$ cat config.mk
export PLATFORM = sky130hd
export DESIGN_NAME = mc_ctrl_unit
export DESIGN_NICKNAME = d
export VERILOG_FILES = /design/src/rtl/mc_ctrl_unit.sv
export SDC_FILE = /design/constraint.sdc
export NUM_CORES = 1
export LEC_CHECK = 0
export CORE_UTILIZATION = 49
export DETAILED_ROUTE_END_ITERATION = 8
export GPL_TIMING_DRIVEN = 0
export PLACE_DENSITY = 0.81
export SLEW_MARGIN = 20
export SYNTH_ARGS = -nofsm -noshare
export SYNTH_HDL_FRONTEND = slang
export SYNTH_SLANG_ARGS = --single-unit
$ cat constraint.sdc
create_clock -name clk -period 3.19 [get_ports clk]
set_input_delay 0.4785 -clock clk [delete_from_list [all_inputs] [get_ports clk]]
set_output_delay 0.4785 -clock clk [all_outputs]
set_load 0.005 [all_outputs]
$ cat src/rtl/mc_ctrl_unit.sv
// Multi-cycle MIPS control unit: latches the fetched opcode/funct and sequences
// FETCH/DECODE/EXEC/MEM/WB with memory handshakes, timeout trap and retire counter.
module mc_ctrl_unit #(
   parameter int unsigned MEM_TIMEOUT = 16,
   parameter int unsigned CNT_W       = 32,
   parameter int unsigned ALUCTRL_W   = 5
) (
   input  logic                 clk,
   input  logic                 rst,
   input  logic [31:0]          instr,
   input  logic                 imem_ready,
   input  logic                 dmem_ready,
   input  logic                 zero,
   output logic                 imem_req,
   output logic                 dmem_req,
   output logic                 dmem_we,
   output logic                 IRWr,
   output logic                 PCWr,
   output logic [1:0]           PCSrc,
   output logic                 RegW,
   output logic                 RegDst,
   output logic                 Mem2R,
   output logic [1:0]           Alusrc,
   output logic [1:0]           ExtOp,
   output logic [ALUCTRL_W-1:0] Aluctrl,
   output logic [2:0]           state,
   output logic                 err,
   output logic [CNT_W-1:0]     retired
);

   localparam logic [ALUCTRL_W-1:0] ALUOp_ADDU = ALUCTRL_W'(1);
   localparam logic [ALUCTRL_W-1:0] ALUOp_ADD  = ALUCTRL_W'(2);
   localparam logic [ALUCTRL_W-1:0] ALUOp_SUBU = ALUCTRL_W'(3);
   localparam logic [ALUCTRL_W-1:0] ALUOp_SUB  = ALUCTRL_W'(4);
   localparam logic [ALUCTRL_W-1:0] ALUOp_AND  = ALUCTRL_W'(5);
   localparam logic [ALUCTRL_W-1:0] ALUOp_OR   = ALUCTRL_W'(6);
   localparam logic [ALUCTRL_W-1:0] ALUOp_SLT  = ALUCTRL_W'(7);
   localparam logic [ALUCTRL_W-1:0] ALUOp_SLL  = ALUCTRL_W'(8);
   localparam logic [ALUCTRL_W-1:0] ALUOp_SRL  = ALUCTRL_W'(9);
   localparam logic [ALUCTRL_W-1:0] ALUOp_SRA  = ALUCTRL_W'(10);

   localparam logic [1:0] EXT_ZERO    = 2'd0;
   localparam logic [1:0] EXT_SIGNED  = 2'd1;
   localparam logic [1:0] EXT_HIGHPOS = 2'd2;

   localparam logic [7:0] WAIT_LAST = 8'(MEM_TIMEOUT - 1);

   typedef enum logic [2:0] {
      FETCH  = 3'd0,
      DECODE = 3'd1,
      EXEC   = 3'd2,
      MEM    = 3'd3,
      WB     = 3'd4,
      TRAP   = 3'd5
   } state_t;

   state_t                 st_q, st_d;
   logic [5:0]             op_q, fn_q;
   logic [7:0]             wcnt_q, wcnt_d;
   logic [CNT_W-1:0]       ret_q;
   logic                   retire, waiting;
   logic                   is_r, is_j, is_lw, is_sw, is_beq, is_bne, is_shift, legal;
   logic [ALUCTRL_W-1:0]   alu_op;
   logic [1:0]             alu_src, ext_op;

   always_comb begin
      is_r     = (op_q == 6'b000000);
      is_j     = (op_q == 6'b000010);
      is_lw    = (op_q == 6'b100011);
      is_sw    = (op_q == 6'b101011);
      is_beq   = (op_q == 6'b000100);
      is_bne   = (op_q == 6'b000101);
      is_shift = 1'b0;
      legal    = 1'b1;
      alu_op   = '0;
      alu_src  = 2'b00;
      ext_op   = EXT_ZERO;
      if (is_r) begin
         case (fn_q)
            6'b100001: alu_op = ALUOp_ADDU;
            6'b100000: alu_op = ALUOp_ADD;
            6'b100011: alu_op = ALUOp_SUBU;
            6'b100010: alu_op = ALUOp_SUB;
            6'b101010: alu_op = ALUOp_SLT;
            6'b100100: alu_op = ALUOp_AND;
            6'b000000: begin alu_op = ALUOp_SLL; is_shift = 1'b1; end
            6'b000010: begin alu_op = ALUOp_SRL; is_shift = 1'b1; end
            6'b000011: begin alu_op = ALUOp_SRA; is_shift = 1'b1; end
            default:   legal = 1'b0;
         endcase
         if (is_shift) alu_src = 2'b11;
      end else begin
         case (op_q)
            6'b001101: alu_op = ALUOp_OR;
            6'b001111: begin alu_op = ALUOp_OR;  ext_op = EXT_HIGHPOS; end
            6'b001010: begin alu_op = ALUOp_SLT; ext_op = EXT_SIGNED;  end
            6'b100011,
            6'b101011: begin alu_op = ALUOp_ADD; ext_op = EXT_SIGNED; alu_src = 2'b01; end
            6'b000100,
            6'b000101: begin alu_op = ALUOp_SUB; ext_op = EXT_SIGNED;  end
            6'b000010: ;
            default:   legal = 1'b0;
         endcase
      end
   end

   always_comb begin
      st_d     = st_q;
      retire   = 1'b0;
      waiting  = 1'b0;
      imem_req = 1'b0;
      dmem_req = 1'b0;
      dmem_we  = 1'b0;
      IRWr     = 1'b0;
      PCWr     = 1'b0;
      PCSrc    = 2'b00;
      RegW     = 1'b0;
      RegDst   = 1'b0;
      Mem2R    = 1'b0;
      Alusrc   = 2'b00;
      ExtOp    = 2'b00;
      Aluctrl  = '0;
      err      = 1'b0;
      case (st_q)
         FETCH: begin
            imem_req = 1'b1;
            if (imem_ready) begin
               IRWr = 1'b1;
               PCWr = 1'b1;
               st_d = DECODE;
            end else begin
               waiting = 1'b1;
               if (wcnt_q == WAIT_LAST) st_d = TRAP;
            end
         end
         DECODE: begin
            if (!legal) st_d = TRAP;
            else if (is_j) begin
               PCWr   = 1'b1;
               PCSrc  = 2'b10;
               retire = 1'b1;
               st_d   = FETCH;
            end else st_d = EXEC;
         end
         EXEC: begin
            Aluctrl = alu_op;
            Alusrc  = alu_src;
            ExtOp   = ext_op;
            if (is_beq || is_bne) begin
               if (zero == is_beq) begin
                  PCWr  = 1'b1;
                  PCSrc = 2'b01;
               end
               retire = 1'b1;
               st_d   = FETCH;
            end else if (is_lw || is_sw) st_d = MEM;
            else st_d = WB;
         end
         MEM: begin
            Aluctrl  = alu_op;
            Alusrc   = alu_src;
            ExtOp    = ext_op;
            dmem_req = 1'b1;
            dmem_we  = is_sw;
            if (dmem_ready) begin
               retire = is_sw;
               st_d   = is_sw ? FETCH : WB;
            end else begin
               waiting = 1'b1;
               if (wcnt_q == WAIT_LAST) st_d = TRAP;
            end
         end
         WB: begin
            Aluctrl = alu_op;
            Alusrc  = alu_src;
            ExtOp   = ext_op;
            RegW    = 1'b1;
            RegDst  = !is_r;
            Mem2R   = is_lw;
            retire  = 1'b1;
            st_d    = FETCH;
         end
         default: begin
            // covers TRAP and the unreachable encodings 6/7
            err  = 1'b1;
            st_d = TRAP;
         end
      endcase
      wcnt_d = (waiting && st_d == st_q) ? wcnt_q + 8'd1 : '0;
      if (rst) begin
         imem_req = 1'b0; dmem_req = 1'b0; dmem_we = 1'b0; IRWr  = 1'b0;
         PCWr     = 1'b0; PCSrc    = 2'b00; RegW  = 1'b0; RegDst = 1'b0;
         Mem2R    = 1'b0; Alusrc   = 2'b00; ExtOp = 2'b00; Aluctrl = '0;
         err      = 1'b0;
      end
   end

   assign state   = rst ? 3'd0 : st_q;
   assign retired = rst ? '0 : ret_q;

   always_ff @(posedge clk) begin
      if (rst) begin
         st_q   <= FETCH;
         wcnt_q <= '0;
         ret_q  <= '0;
         op_q   <= '0;
         fn_q   <= '0;
      end else begin
         st_q   <= st_d;
         wcnt_q <= wcnt_d;
         if (retire) ret_q <= ret_q + 1'b1;
         if (st_q == FETCH && imem_ready) begin
            op_q <= instr[31:26];
            fn_q <= instr[5:0];
         end
      end
   end

endmodule
==> metrics.txt, run 1 <==
maximum VDD drop=223.5 uV; Final period util=97.13%; ant diodes=0; CTS tree=built; Setup CP Type=in2out; global-route layer with the greatest usage=met2; gr usage total=23.68%; DR DRC count=0; gpl congestion=0.8564; Nets=560; routing usage on met2=41.49%; RSZ-0062 raised after global routing=no; PwrDens=451.2 mW/mm2; Die ar.=0.007431 mm2; Pleak=1.529 nW; critical path data required time=2710 ps; initial antenna violation count=0; cts bufs inserted=5; type of destination of the critical path=primary output; Final Hold Vio Count=0; starting density of the core=50.86%; Hold Slack=461.6 ps; Worst R2R End=ret_q[14]; cell mode on critical path=clkdlybuf4s50_1; Netlist cell types=60; port bufs=70; Final Max Tran Viols=0; htree depth=2; worst-path fanout max=7; Hold Crit Endpoint=wcnt_q[0]; final WL=8732 um; GR Overflow Total=0; number of global-route vias before repair=3159; Post-synth EDFFs=0; Post-DRT Antenna Nets=0; Period minus WS final=3098 ps; syn nets=483; Post-synth top flop=dfxtp_1; Mapped Cells=444; sequential share of the synthesized area=31.69%; Hold Crit Start=wcnt_q[0]; Die X=86.21 um; Pwr Total=2.019 mW; Root Buffer=clkbuf_8; met1 Use GR=30.60%; Setup Skew=6.102 ps; routed vias=3479; initial DRC count=177; worst stage delay on the critical path=530 ps; Worst Reg-to-Reg Cells=7; RR Startpoint=op_q[1]; layout cells sized above 1=14.18%; CP bufs+invs=3; I/O pins=92; pre-CTS setup slack=-287.9 ps; worst path arrival time=2620 ps; commonest non-fill, non-tap cells in the layout=clkdlybuf4s50_1, nor2_1, dfxtp_1; cell-by-cell trace of the critical path=clkdlybuf4s50_1, or2_2, clkbuf_1, or3_1, nor3_1, clkdlybuf4s50_1; Synth Register Bits=55; CP top delay family=buffers and inverters; row count=30; worst skew pair latency=310 ps; worst reg-to-reg setup slack=570 ps; Die Ht=86.21 um; Max Freq=322.7 MHz; Clk pin slew, worst setup/hold paths=90 ps; Worst-Margin Slew=678.7 ps; Yosys Warn Count=0; max cap viols=0; Slew headroom=54.38%; DR vias/cell=5.629; Worst Setup Start Kind=input port; commonest non-fill, non-tap cell in the layout=clkdlybuf4s50_1; slowest CP cell=clkdlybuf4s50_1; final setup fails=0; CTS max path bufs=2; drt pass-1 iters=4; hpwl dp=6552 um; global-route wire length before repair=14430 um; Tightest Hold Check Type=reg2reg; CORE AREA=0.006832 mm2; post-synthesis cell area=0.003475 mm2; met3 Use GR=3.333%; syn avg cell area=7.826 um2; FILL cells=599; status=completed; Final WS setup=91.57 ps; WL/cell=14.13 um; Hold Path Stages=1; largest net degree at the start of global routing=16; multi-input logic area=0.002263 mm2; Synth async-reset ratio=0%; register area=0.001105 mm2; clock sinks=55; Layout area overhead=28.77%
cell type report:
type	count	area share [%]
buffer	27	2.992
tap	96	2.685
inverter	9	0.7550
timing repair buffer	72	16.05
clock buffer	8	2.237
multi-input combinational	351	50.59
sequential	55	24.69
power breakdown:
group,switching [mW],total [mW],internal [mW]
registers,0.0927,0.839,0.747
logic,0.417,0.761,0.344
clock network,0.220,0.419,0.199
layer usage:
metal	routed length [um]	part of all wire, %	up-vias
li1	-	-	1717
met1	3919	45	1641
met2	4270	49	111
met3	457	5.2	10
met4	85	0.97	0
met5	0	0	-
sequential cells by signal, summed over array words and instances (netlist names):
signal	count
ret_q	32
st_q	3
op_q	6
fn_q	6
wcnt_q	8
cell families (layout without fill, tap and decap cells):
kind of cell    count (synthesis)  in the layout  synth area share [%]
fa+ha+maj                       2              2                0.7201
other cells                     1              1                0.1079
compound gates                 89             89                 19.05
buf+inv                        38            116                 4.645
xor+xnor                        7              7                 1.765
mux                            28             28                 9.074
flops                          55             55                 31.69
simple gates                  224            224                 32.95
through the flow:
step           setup TNS [ps]  cell area [um2]  utilization [%]  std cells
2_1_floorplan               0             3475                -        444
3_3_place_gp            -2063             4295            62.88        610
3_5_place_dp            -1807             4295            62.88        610
4_1_cts                     0             4443            65.04        618
5_1_grt                     0             4474            65.49        618
6_report                    0             4474            65.49        618
what timing repair did:
action / CTS / global route
setup endpoints to repair: 14 / 6
hold buffers: 0 / 0
hold endpoints to repair: 0 / 0
resized for setup: 13 / 15
gates cloned: 0 / 0
buffers inserted: 2 / 0
pin swaps: 2 / 0
cells in the mapped netlist (2+ instances only):
cell       count  area (um2)
nand2b_1       5       31.28
mux2_1         4       45.04
buf_4          2       15.01
nand3_1       18       90.09
or4_1          3       22.52
mux2_2        24       270.3
or2_2          3       18.77
nor4_1         4       25.02
ha_1           2       25.02
xnor2_1        4       35.03
buf_2          3       15.01
dfxtp_1       55        1101
a21boi_0       6       45.04
a31o_2         2       17.52
nand4_1        9       56.30
o21ai_0        9       45.04
nor3b_1        2       15.01
and2_1         3       18.77
clkbuf_1      23       86.33
a21o_1         2       15.01
o21a_1         2       15.01
nand2_1       47       176.4
nor3_1        15       75.07
o31a_1         2       17.52
or4b_2         2       20.02
a2111oi_4      4       110.1
a21oi_1       40       200.2
a211oi_1       5       37.54
a32oi_1        2       17.52
inv_1          9       33.78
nand4b_1       2       17.52
xor2_1         3       26.28
or3_1          3       18.77
nor2b_1       38       237.7
nor2_1        60       225.2
and3_1         3       18.77
worst max-delay path by stage:
stage | from | to | slack (ps) | cells after the start
floorplan | op_q[0] | Alusrc[0] | 750 | 5
global placement | rst | PCWr | -330 | 6
detailed placement | rst | PCWr | -290 | 6
CTS | rst | PCWr | 5 | 6
global route | rst | Aluctrl[2] | 10 | 6
finish | rst | Aluctrl[2] | 90 | 6
Note: power is estimated with default switching activity, not from simulation.
==> run 2, diff against run 1 <==
Settings changed: CAP_MARGIN set to 20, REMOVE_ABC_BUFFERS set to 1.
==> run 2 against run 1 <==
Cell area is 2.8% lower. Clock power is 12% lower. Combinational power is 16% lower. Maximum frequency is 2.1% higher. Non-clock buffer count is 24 lower. Highest routed layer unchanged. Wire length is 9.8% lower. Register-to-register slack worse by 80 ps. Power is 5.5% lower. Sequential share of layout area is 0.85 points higher. First-iteration DRC count is 16% lower. Worst setup slack better by 65 ps.
==> metrics.txt, run 2 (synthesized netlist as in run 1, its figures left out) <==
post-placement cell area=0.004193 mm2; Biggest register=ret_q; RSZ-0062 raised after global routing=no; cts hold-fix bufs=0; Clk pwr share=19.3%; Pleak=1.451 nW; Slew headroom=56.78%; commonest non-fill, non-tap cell in the layout=clkdlybuf4s50_1; global-route wire length before repair=12820 um; Hold Crit Start=wcnt_q[0]; type of destination of the critical path=primary output; logic gate share of total power=33.4%; Nets=536; critical path data required time=2710 ps; Post-DRT Antenna Nets=0; Hold Crit Endpoint=wcnt_q[0]; Int Pwr=1.215 mW; maximum VDD drop=230.5 uV; Period minus WS final=3033 ps; cts bufs inserted=5; Worst Setup Start Kind=register; PwrDens=438.4 mW/mm2; CTS tree=built; hpwl dp=5654 um; Worst R2R End=ret_q[14]; row count=30; design area=0.004350 mm2; initial antenna violation count=0; final WL=7874 um; Max Freq=329.7 MHz; Die Ht=86.21 um; status=completed; sequential share of power=47.3%; Final Hold Vio Count=0; Tightest Hold Check Type=reg2reg; initial DRC count=148; worst skew pair latency=300 ps; Root Buffer=clkbuf_8; Die X=86.21 um; Worst-Margin Slew=643.0 ps; DR DRC count=0; worst-path fanout max=13; Final WS setup=156.5 ps; max cap viols=0; Setup CP Type=reg2out; max reg flops=32; GR Overflow Total=0; DR vias/cell=5.621; Switching Share=36.29%; pre-CTS setup slack=9.508 ps; ant diodes=0; htree depth=2; number of global-route vias before repair=2892; Setup Skew=6.583 ps; layout cells sized above 1=13.05%; gr usage total=20.90%; clock sinks=55; WL/cell=13.26 um; largest net degree at the start of global routing=67; Top Registers=ret_q x32, wcnt_q x8; starting density of the core=50.86%; Final Util=63.68%; drt pass-1 iters=4; Setup TNS=0 ps; Layout area overhead=25.21%; Worst Reg-to-Reg Cells=5; routed vias=3339; port bufs=70; worst path arrival time=2550 ps; commonest non-fill, non-tap cells in the layout=clkdlybuf4s50_1, nor2_1, dfxtp_1; Final Max Tran Viols=0; gpl congestion=0.8154; Hold Slack=452.7 ps; CTS max path bufs=2; Final period util=95.09%; Net Sw Power=692.2 uW; FILL cells=624; Hold Path Stages=1; Die ar.=0.007431 mm2; CORE AREA=0.006832 mm2; Clk pin slew, worst setup/hold paths=90 ps; worst reg-to-reg setup slack=490 ps; final setup fails=0; RR Startpoint=st_q[0]; I/O pins=92
[run 2: changes by cell type in the layout (fill, tap and decap cells not counted), moves of 2 or more]
cell / change
dfxtp_2: +2
dfxtp_1: -3
clkbuf_1: -13
buf_2: -3
clkbuf_2: -5
clkbuf_8: -2
clkbuf_4: -2
[run 2: timing repair]
item	CTS	global route
pin swaps	1	1
gates resized for setup	4	11
setup buffers	1	3
setup endpoints to repair	7	5
cloned	0	0
[run 2: layer usage]
layer | vias up | share of wire [%] | global-route usage, %
li1 | 1685 | - | -
met1 | 1543 | 44 | 27.77
met2 | 102 | 49 | 35.21
met3 | 9 | 6.0 | 3.524
met4 | 0 | 1.1 | 5.455
met5 | - | 0 | 0
[run 2: worst max-delay path, cell delays in order (launching register included)]
cell	delay (ps)
dfxtp_1	500
nor4_4	300
nand2_1	100
or4b_2	680
a21oi_1	160
clkdlybuf4s50_1	510
[run 2: through the flow]
stage | cells | power, mW
2_1_floorplan | 415 | 1.261
3_3_place_gp | 581 | 1.472
3_5_place_dp | 582 | 1.487
4_1_cts | 591 | 1.865
5_1_grt | 594 | 2.046
6_report | 594 | 1.907
[run 2: worst max-delay path by stage]
stage | start | endpoint | slack [ps]
2_1_floorplan | op_q[0] | Alusrc[0] | 860
3_3_place_gp | rst | Aluctrl[2] | -1700
3_5_place_dp | st_q[1] | Aluctrl[2] | 10
4_1_cts | op_q[2] | PCWr | 20
5_1_grt | op_q[4] | Alusrc[0] | 8
6_report | op_q[4] | Alusrc[0] | 160
[run 2: power groups by stage]
stage | sequential [mW] | combinational (mW) | clock (mW)
floorplan | 0.857 | 0.405 | 0
global placement | 0.888 | 0.584 | 0
detailed placement | 0.891 | 0.595 | 0
CTS | 0.880 | 0.606 | 0.379
global route | 0.919 | 0.718 | 0.409
finish | 0.902 | 0.637 | 0.368
[run 2: area by class of cell]
cell class                 instances  area [um2]  area share (%)
clock buffer                       7       76.32           1.754
clock inverter                     1       5.005          0.1150
inverter                           9       33.78          0.7765
multi-input combinational        351        2248           51.68
sequential                        55        1111           25.54
tap                               96       120.1           2.761
timing repair buffer              75       755.7           17.37
